--- src/rtl/sr_bank_ctrl.sv ---
// Round-robin sequencer for a bank of NOR SR latches: one set/clear pulse at a
// time, a readback check of the addressed latch, then an idle gap.
module sr_bank_ctrl #(
  parameter int N       = 8,
  parameter int PULSE_W = 2,
  parameter int GAP     = 1
) (
  input  logic                   clk,
  input  logic                   rst,
  input  logic [1:0]             req_vld,
  input  logic [1:0]             req_set,
  input  logic [2*$clog2(N)-1:0] req_idx,
  output logic [1:0]             req_rdy,
  output logic [N-1:0]           S,
  output logic [N-1:0]           R,
  input  logic [N-1:0]           Q,
  output logic                   busy,
  output logic                   done,
  output logic                   err
);

  // state    | meaning
  // ST_IDLE  | arbitrate, accept one request
  // ST_PULSE | drive S or R of the captured latch for PULSE_W cycles
  // ST_CHECK | done pulse, compare Q of the captured latch with the op
  // ST_GAP   | GAP idle cycles before the next grant
  localparam int IDXW    = $clog2(N);
  localparam int CNT_MAX = (PULSE_W > GAP) ? PULSE_W : GAP;
  localparam int CW      = (CNT_MAX < 2) ? 1 : $clog2(CNT_MAX);

  typedef enum logic [1:0] {ST_IDLE, ST_PULSE, ST_CHECK, ST_GAP} state_t;

  state_t          state;
  logic [CW-1:0]   cnt;
  logic [N-1:0]    cmd_oh;
  logic            cmd_set;
  logic            last_grant;

  logic            acc;
  logic            acc_sel;
  logic [IDXW-1:0] acc_idx;
  logic            acc_set;
  logic [N-1:0]    acc_oh;
  logic            acc_oor;
  logic            cmd_oor;
  logic            q_sel;

  always_comb begin
    req_rdy = 2'b00;
    if (state == ST_IDLE) begin
      if (req_vld == 2'b11) req_rdy = last_grant ? 2'b01 : 2'b10;
      else                  req_rdy = req_vld;
    end
  end

  assign acc     = |(req_vld & req_rdy);
  assign acc_sel = req_rdy[1];
  assign acc_idx = acc_sel ? req_idx[IDXW +: IDXW] : req_idx[0 +: IDXW];
  assign acc_set = req_set[acc_sel];

  // An index with no matching decode bit is out of range.
  always_comb begin
    acc_oh = '0;
    for (int i = 0; i < N; i++) acc_oh[i] = (acc_idx == IDXW'(i));
  end
  assign acc_oor = ~|acc_oh;

  assign cmd_oor = ~|cmd_oh;
  assign q_sel   = |(Q & cmd_oh);
  assign busy    = (state != ST_IDLE);
  assign err     = done & (cmd_oor | (q_sel != cmd_set));

  always_ff @(posedge clk or posedge rst) begin
    if (rst) begin
      state      <= ST_IDLE;
      cnt        <= '0;
      cmd_oh     <= '0;
      cmd_set    <= 1'b0;
      last_grant <= 1'b1;
      S          <= '0;
      R          <= '0;
      done       <= 1'b0;
    end else begin
      case (state)
        ST_IDLE: begin
          if (acc) begin
            last_grant <= acc_sel;
            cmd_oh     <= acc_oh;
            cmd_set    <= acc_set;
            cnt        <= CW'(PULSE_W - 1);
            if (acc_oor) begin
              state <= ST_CHECK;
              done  <= 1'b1;
            end else begin
              state <= ST_PULSE;
              S     <= acc_set ? acc_oh : '0;
              R     <= acc_set ? '0 : acc_oh;
            end
          end
        end
        ST_PULSE: begin
          if (cnt == '0) begin
            S     <= '0;
            R     <= '0;
            done  <= 1'b1;
            state <= ST_CHECK;
          end else begin
            cnt <= cnt - 1'b1;
          end
        end
        ST_CHECK: begin
          done <= 1'b0;
          if (GAP == 0) begin
            state <= ST_IDLE;
          end else begin
            state <= ST_GAP;
            cnt   <= CW'(GAP - 1);
          end
        end
        ST_GAP: begin
          if (cnt == '0) state <= ST_IDLE;
          else           cnt   <= cnt - 1'b1;
        end
        default: state <= ST_IDLE;
      endcase
    end
  end

endmodule

--- config.mk ---
export PLATFORM = sky130hd
export DESIGN_NAME = sr_bank_ctrl
export DESIGN_NICKNAME = d
export VERILOG_FILES = /design/src/rtl/sr_bank_ctrl.sv
export SDC_FILE = /design/constraint.sdc
export NUM_CORES = 1
export LEC_CHECK = 0
export ABC_AREA = 1
export CAP_MARGIN = 10
export CORE_ASPECT_RATIO = 1.75
export CORE_UTILIZATION = 44
export DETAILED_ROUTE_END_ITERATION = 8
export GPL_TIMING_DRIVEN = 0
export HOLD_SLACK_MARGIN = 0.08
export PLACE_DENSITY = 0.8
export SKIP_CTS_REPAIR_TIMING = 1
export SLEW_MARGIN = 10
export SYNTH_ARGS = -nofsm -noshare
export SYNTH_HDL_FRONTEND = slang
export SYNTH_SLANG_ARGS = --single-unit
--- constraint.sdc ---
create_clock -name clk -period 1.4 [get_ports clk]
set_input_delay 0.14 -clock clk [delete_from_list [all_inputs] [get_ports clk]]
set_output_delay 0.14 -clock clk [all_outputs]
set_load 0.005 [all_outputs]
-- Word level (Yosys, flattened, before mapping)
Index checks and enable logic that the tools add are counted.
- add/sub/neg operators: 1
- mux-type cells: 27
- reduce and logical (&&, ||, !) cells: 15
- equal/unequal tests: 17
- $lt $le $gt $ge: 1
- bitwise logic cells: 4
- divide/modulo/power cells: 0
- multiply operators: 0
- shifts and indexed selects: 0
- operators by type and width (kind ; number):
    2-to-1 mux 8 bit ; 7
    case mux 8 bit (2 select lines) ; 2
    OR reduction 8 bit ; 3
    2-to-1 mux 2 bit ; 7
    equality test 3 bit (second input constant) ; 4
    AND 8 bit ; 1
    != test 2 bit (second input constant) ; 4
    case mux 2 bit (4 select lines) ; 1
    AND reduction 4 bit ; 2
    2-to-1 mux 1 bit ; 7
    equality test 2 bit (second input constant) ; 3
    equality test 3 x 2 -> 1 bit (second input constant) ; 2
    case mux 1 bit (3 select lines) ; 2
    nonzero test 2 bit ; 2
    OR reduction 2 bit ; 2
    equality test 3 x 1 -> 1 bit (second input constant) ; 1
    zero test 3 bit ; 1
    2-to-1 mux 3 bit ; 1
    AND reduction 3 bit ; 1
    nonzero test 3 bit ; 1
    AND 2 bit ; 1
    equality test 2 x 1 -> 1 bit (second input constant) ; 1
    zero test 2 bit ; 1
    < comparator 1 x 2 -> 1 bit (second input constant) ; 1
    other kinds (7) ; 7
- output and inout port bits: 21
- latch bits: 0
- bits in read-only memories: 0
- memories: 0
- flip-flop bits (word level): 30
- input port bits: 20
- memory bits (writable): 0

-- Depth between registers and ports, before layout
- word-level depth: 9
- gate-level depth with buffers: 12

-- Least setup slack after synthesis
OpenSTA, ideal clock, no wires.
- path kind: register to register
- start: reg state[0]
- end: reg cmd_oh[4]
- setup slack: -0.169 ns
- data required time: 1.282 ns
- arrival time: 1.451 ns
- library setup time: 0.118 ns
- stages on the path, launching flop included: 12
- path buffers: 2
- cells stage by stage: dfrtp_1 > inv_1 > ha_1 > buf_4 > nand2_2 > a21oi_2 > nand2_1 > nand2_2 > inv_2 > buf_6 > nand3_1 > nand2_1
- word-level cells in the longest chain between the ends: 5
- elaborated cells on any way between the ends: 7
- ends and longest elaborated chain (what ; line ; RTL):
    start, declared ; 33 ; state_t state;
    start signal, assigned ; 75 ; state <= ST_IDLE;
    start signal, assigned ; 92 ; state <= ST_CHECK;
    start signal, assigned ; 95 ; state <= ST_PULSE;
    zero test 2 bit (*) ; 50 ; if (state == ST_IDLE) begin
    2-to-1 mux 2 bit (*) ; 50 ;
    net req_rdy[1] ; 13 ; output logic [1:0] req_rdy,
    AND 2 bit ; 56 ; assign acc = |(req_vld & req_rdy);
    OR reduction 2 bit ; 56 ;
    AND reduction 2 bit (no line) ; -- ;
    end signal, assigned ; 88 ; cmd_oh <= acc_oh;
    end, declared ; 35 ; logic [N-1:0] cmd_oh;
The timed path passes the listed nets; every way through them passes the cells marked *.
A chain may end at the register's enable or synchronous reset.

-- Worst setup path after layout
- start: reg state[1]
- end: reg cmd_oh[1]
- word-level cells in the longest chain between the ends: 5
- elaborated cells on any way between the ends: 7
- ends and longest elaborated chain (what ; line):
    zero test 2 bit (*) ; 50, 84
    2-to-1 mux 2 bit ; 50
    AND 2 bit ; 56
    OR reduction 2 bit ; 56
    AND reduction 2 bit (no line) ; --
Every way passes the cells marked *; elsewhere a longest branch is shown, timed or not.

==> report_table.html <==
<table>
<tr><th>Metric</th><th>Value</th></tr>
<tr><th colspan="2">Global routing</th></tr>
<tr><td>Overflow after GRT</td><td>0</td></tr>
<tr><td>Combined global-route utilization of all metal layers</td><td>22.6%</td></tr>
<tr><td>Largest net degree at the start of global routing</td><td>31</td></tr>
<tr><td>Vias in the first global route</td><td>1447</td></tr>
<tr><td>Global-route wire length before repair</td><td>between 6 and 7 mm</td></tr>
<tr><td>Number of antenna violations at the first check in global routing</td><td>0</td></tr>
<tr><th colspan="2">Run</th></tr>
<tr><td>Max_cap viols</td><td>0</td></tr>
<tr><th colspan="2">Power and ir drop</th></tr>
<tr><td>Pleak</td><td>~1.3 nW</td></tr>
<tr><td>Switch share</td><td>a little over two fifths</td></tr>
<tr><td>IR drop worst, VDD</td><td>about 2.1 mV</td></tr>
<tr><td>Cell-internal power</td><td>about 2.9 mW</td></tr>
<tr><td>Clk network pwr share</td><td>approximately 15%</td></tr>
<tr><td>Switching pwr</td><td>2.11 mW</td></tr>
<tr><td>Power density cells</td><td>1960 nW/um^2</td></tr>
<tr><td>Combinational power share</td><td>56.0%</td></tr>
<tr><td>Part of the power in registers</td><td>a little under 30%</td></tr>
<tr><th colspan="2">Detailed routing</th></tr>
<tr><td>Via Count</td><td>1570</td></tr>
<tr><td>Number of nets with antenna violations after detailed routing</td><td>0</td></tr>
<tr><td>Top layer in use</td><td>met4</td></tr>
<tr><td>Via-to-Cell Ratio</td><td>4.97</td></tr>
<tr><td>Wire length on met1</td><td>1.57 mm</td></tr>
<tr><td>Met2 wire length</td><td>2.31 mm</td></tr>
<tr><td>Final wirelength</td><td>between 4 and 5 mm</td></tr>
<tr><td>Met3 wire length</td><td>158 um</td></tr>
<tr><td>First-pass iteration count of the detailed router</td><td>4</td></tr>
<tr><td>Detail-routed net length per standard cell</td><td>around 13 um</td></tr>
<tr><td>Count of routing violations after the opening detailed-route iteration</td><td>27</td></tr>
<tr><td>Count of unresolved DRC violations after routing</td><td>0</td></tr>
<tr><th colspan="2">Logic synthesis</th></tr>
<tr><td>Unique cell type count in the Yosys netlist</td><td>21</td></tr>
<tr><td>Yosys warning count</td><td>0</td></tr>
<tr><td>Sequential cell area fraction in the yosys report</td><td>46.1%</td></tr>
<tr><td>Gate count of the mapped netlist</td><td>210</td></tr>
<tr><td>Synthesized cell area</td><td>1630 um^2</td></tr>
<tr><td>Synthesized netlist net count</td><td>235</td></tr>
<tr><td>Synthesized area per cell</td><td>~8 um^2</td></tr>
<tr><td>#FFs+latches synth</td><td>30</td></tr>
<tr><th colspan="2">STA</th></tr>
<tr><td>Max frequency</td><td>approximately 600 MHz</td></tr>
<tr><td>Final period demand of the worst path</td><td>~1.7 ns</td></tr>
<tr><td>Final critical-path share of the clock period</td><td>119%</td></tr>
<tr><td>Count of endpoints failing setup in the final report</td><td>30</td></tr>
<tr><td>Smallest setup slack after layout</td><td>-0.261 ns</td></tr>
<tr><td>Final number of max-transition violations</td><td>0</td></tr>
<tr><td>Unrepaired setup endpoints after global routing</td><td>yes</td></tr>
<tr><td>Rel. slew slack</td><td>30.2%</td></tr>
<tr><td>Slew at the pin closest to its max-slew limit</td><td>about 1.0 ns</td></tr>
<tr><td>Number of hold violations in the final report</td><td>0</td></tr>
<tr><td>Summed negative setup slack over all endpoints</td><td>-6.03 ns</td></tr>
<tr><td>Final clock skew</td><td>0.00386 ns</td></tr>
<tr><th colspan="2">CTS</th></tr>
<tr><td>CTS clock-pin slew for the worst setup and hold paths</td><td>0.07 ns</td></tr>
<tr><td>Skew-Pair Late Insertion Delay</td><td>0.29 ns</td></tr>
<tr><td>CTS root buffer</td><td>sky130_fd_sc_hd__clkbuf_8</td></tr>
<tr><td>TritonCTS buffer count</td><td>5</td></tr>
<tr><td>CTS tree</td><td>done</td></tr>
<tr><td>Number of clock sinks seen by CTS</td><td>30</td></tr>
<tr><td>Maximum level of the CTS H-tree</td><td>2</td></tr>
<tr><td>Maximum number of buffers from clock root to sink</td><td>2</td></tr>
<tr><th colspan="2">Worst setup path</th></tr>
<tr><td>Kind of capture point of the worst setup path</td><td>flip-flop</td></tr>
<tr><td>Cell at the slowest stage of the critical path</td><td>sky130_fd_sc_hd__dfrtp_1</td></tr>
<tr><td>Critical Path Start</td><td>state[1]$_DFFE_PP0P_</td></tr>
<tr><td>Maximum fanout encountered on the critical timing path</td><td>8</td></tr>
<tr><td>Number of cells on the worst reg-to-reg path</td><td>10</td></tr>
<tr><td>Slowest cell delay on critical path</td><td>about 0.43 ns</td></tr>
<tr><td>Kind of launch point of the worst setup path</td><td>flip-flop</td></tr>
<tr><td>Most frequent cell on the critical path</td><td>sky130_fd_sc_hd__nand2_1</td></tr>
<tr><td>Worst Path Arrival</td><td>roughly 1.9 ns</td></tr>
<tr><td>Cell-by-cell trace of the critical path</td><td>inv_2 -&gt; ha_4 -&gt; nand2_4 -&gt; inv_6 -&gt; nand2_8 -&gt; nand2_1 -&gt; nand2_2 -&gt; nor2_4 -&gt; nand3_1 -&gt; nand2_1</td></tr>
<tr><td>Worst flop-to-flop path startpoint</td><td>state[1]$_DFFE_PP0P_</td></tr>
<tr><td>Required time of the critical path</td><td>1.63 ns</td></tr>
<tr><td>Type of the worst setup path</td><td>flip-flop to flip-flop</td></tr>
<tr><th colspan="2">Floorplan</th></tr>
<tr><td>Placeable core region</td><td>~3500 um^2</td></tr>
<tr><td>Y dimension of the die</td><td>about 83 um</td></tr>
<tr><td>Die Wd</td><td>~48 um</td></tr>
<tr><td>FP Rows</td><td>28</td></tr>
<tr><td>Area of the die</td><td>about 4000 um^2</td></tr>
<tr><td>Ports</td><td>41</td></tr>
<tr><td>Initial core utilization</td><td>a little under half</td></tr>
<tr><th colspan="2">Min path</th></tr>
<tr><td>Type of the tightest min-delay check</td><td>input port to async pin</td></tr>
<tr><th colspan="2">Final layout</th></tr>
<tr><td>Post-route cell area</td><td>2540 um^2</td></tr>
<tr><td>Ratio of cells with drive above 1 in the final layout</td><td>about a third</td></tr>
<tr><td>Most common cell after layout, fill and taps aside</td><td>sky130_fd_sc_hd__nand2_1</td></tr>
<tr><td>Top library cells by usage in the layout, fill and taps aside</td><td>76 x sky130_fd_sc_hd__nand2_1, 36 x sky130_fd_sc_hd__clkdlybuf4s50_1, 28 x sky130_fd_sc_hd__dfrtp_1</td></tr>
<tr><td>Diodes inserted</td><td>0</td></tr>
<tr><td>Multi-input gate area</td><td>992 um^2</td></tr>
<tr><td>Area delta synth-&gt;final</td><td>56.0%</td></tr>
<tr><td>Area taken by flip-flops and latches</td><td>between 700 and 800 um^2</td></tr>
<tr><td>Count of fill cells added during filler insertion</td><td>around 260</td></tr>
<tr><td>Fin nets</td><td>around 300</td></tr>
<tr><th colspan="2">Placement</th></tr>
<tr><td>Total placed instance area</td><td>approximately 2200 um^2</td></tr>
<tr><td>Final weighted congestion of routability-driven global placement</td><td>~0.77</td></tr>
<tr><td>Count of input and output buffers</td><td>40</td></tr>
<tr><td>Worst slack, placed</td><td>-0.323 ns</td></tr>
<tr><td>DPL Wire Length</td><td>~2.7 mm</td></tr>
<tr><th colspan="2">Status</th></tr>
<tr><td>Failing checks</td><td>setup timing</td></tr>
<tr><td>Result of the run</td><td>finished, violations left</td></tr>
</table>
cell usage after synthesis:
| master | n | share of area [%] |
|---|---|---|
| sky130_fd_sc_hd__dfrtp_1 | 29 | 44 |
| sky130_fd_sc_hd__nand2_4 | 1 | 0.69 |
| sky130_fd_sc_hd__nand3b_1 | 2 | 0.92 |
| sky130_fd_sc_hd__nand2_1 | 91 | 21 |
| sky130_fd_sc_hd__nor2_4 | 6 | 4.1 |
| sky130_fd_sc_hd__inv_1 | 15 | 3.5 |
| sky130_fd_sc_hd__nor2_1 | 7 | 1.6 |
| sky130_fd_sc_hd__nand4_1 | 1 | 0.38 |
| sky130_fd_sc_hd__a21oi_2 | 1 | 0.54 |
| sky130_fd_sc_hd__o21ai_0 | 4 | 1.2 |
| sky130_fd_sc_hd__o21ai_2 | 2 | 1.1 |
| sky130_fd_sc_hd__clkbuf_1 | 1 | 0.23 |
| sky130_fd_sc_hd__buf_4 | 2 | 0.92 |
| sky130_fd_sc_hd__inv_2 | 3 | 0.69 |
| sky130_fd_sc_hd__a21oi_1 | 1 | 0.31 |
| sky130_fd_sc_hd__buf_6 | 2 | 1.4 |
| sky130_fd_sc_hd__dfstp_2 | 1 | 1.6 |
| sky130_fd_sc_hd__nand3_1 | 30 | 9.2 |
| sky130_fd_sc_hd__o211ai_1 | 1 | 0.46 |
| sky130_fd_sc_hd__ha_1 | 5 | 3.8 |
| sky130_fd_sc_hd__nand2_2 | 5 | 1.9 |
per-stage QoR:
step           total power [mW]  util, %  std cells  hold WS (ns)
6_report                   5.00     73.4        316         0.289
5_1_grt                    5.38     73.4        316         0.377
4_1_cts                    4.51     65.4        303         0.486
3_5_place_dp               3.76     62.6        295         0.465
3_3_place_gp               3.69     62.6        295         0.467
2_1_floorplan              2.95        -        210         0.230
power groups by stage:
stage	combinational (mW)	clock, mW	sequential (mW)
6_report	2.80	0.737	1.46
5_1_grt	3.11	0.772	1.50
4_1_cts	2.31	0.740	1.46
3_5_place_dp	2.29	0	1.46
3_3_place_gp	2.23	0	1.46
2_1_floorplan	1.52	0	1.43
critical path: cells and delay by family, from the launching register on:
kind | cells | cell delay (ns)
AND/OR/NAND/NOR | 7 | 0.77
flip-flops | 1 | 0.43
buffers and inverters | 2 | 0.20
adder cells (fa/ha/maj) | 1 | 0.19
sequential cells by signal (all words and copies together) (netlist names):
signal	flops
cnt	1
state	2
cmd_oh	8
S	8
done	1
R	8
cmd_set	1
last_grant	1
path summary, 6_finish.rpt:
check                           slack [ns]                     to
worst min-delay path                  0.29       S[7]$_DFFE_PP0P_
min in group clk                      0.49       S[4]$_DFFE_PP0P_
worst max register to register       -0.26  cmd_oh[1]$_DFFE_PP0P_
worst min register to register        0.49       S[4]$_DFFE_PP0P_
worst max-delay path                 -0.26  cmd_oh[1]$_DFFE_PP0P_
max in group asynchronous             0.59   state[0]$_DFFE_PP0P_
logic make-up (layout without fill, tap and decap cells):
group,after synthesis,after routing,synth area share (%)
simple gates,143,143,39.8
compound gates,9,9,3.60
buf+inv,23,84,6.67
fa+ha+maj,5,5,3.83
flops,30,30,46.1
layout make-up:
| class | instances | share of cell area (%) |
|---|---|---|
| inverters | 18 | 3.05 |
| plain buffers | 4 | 1.82 |
| clock buffers | 6 | 3.24 |
| clock inverters | 2 | 0.492 |
| repair buffers | 54 | 20.6 |
| multi-input cells | 157 | 39.0 |
| well taps | 45 | 2.21 |
| flip-flops and latches | 30 | 29.6 |
metal layers:
layer	vias to the layer above	global-route usage [%]
met5	-	0
met4	0	9.17
met3	13	5.43
met2	38	41.2
met1	739	23.0
li1	780	-
(Power assumes the default switching activity.)
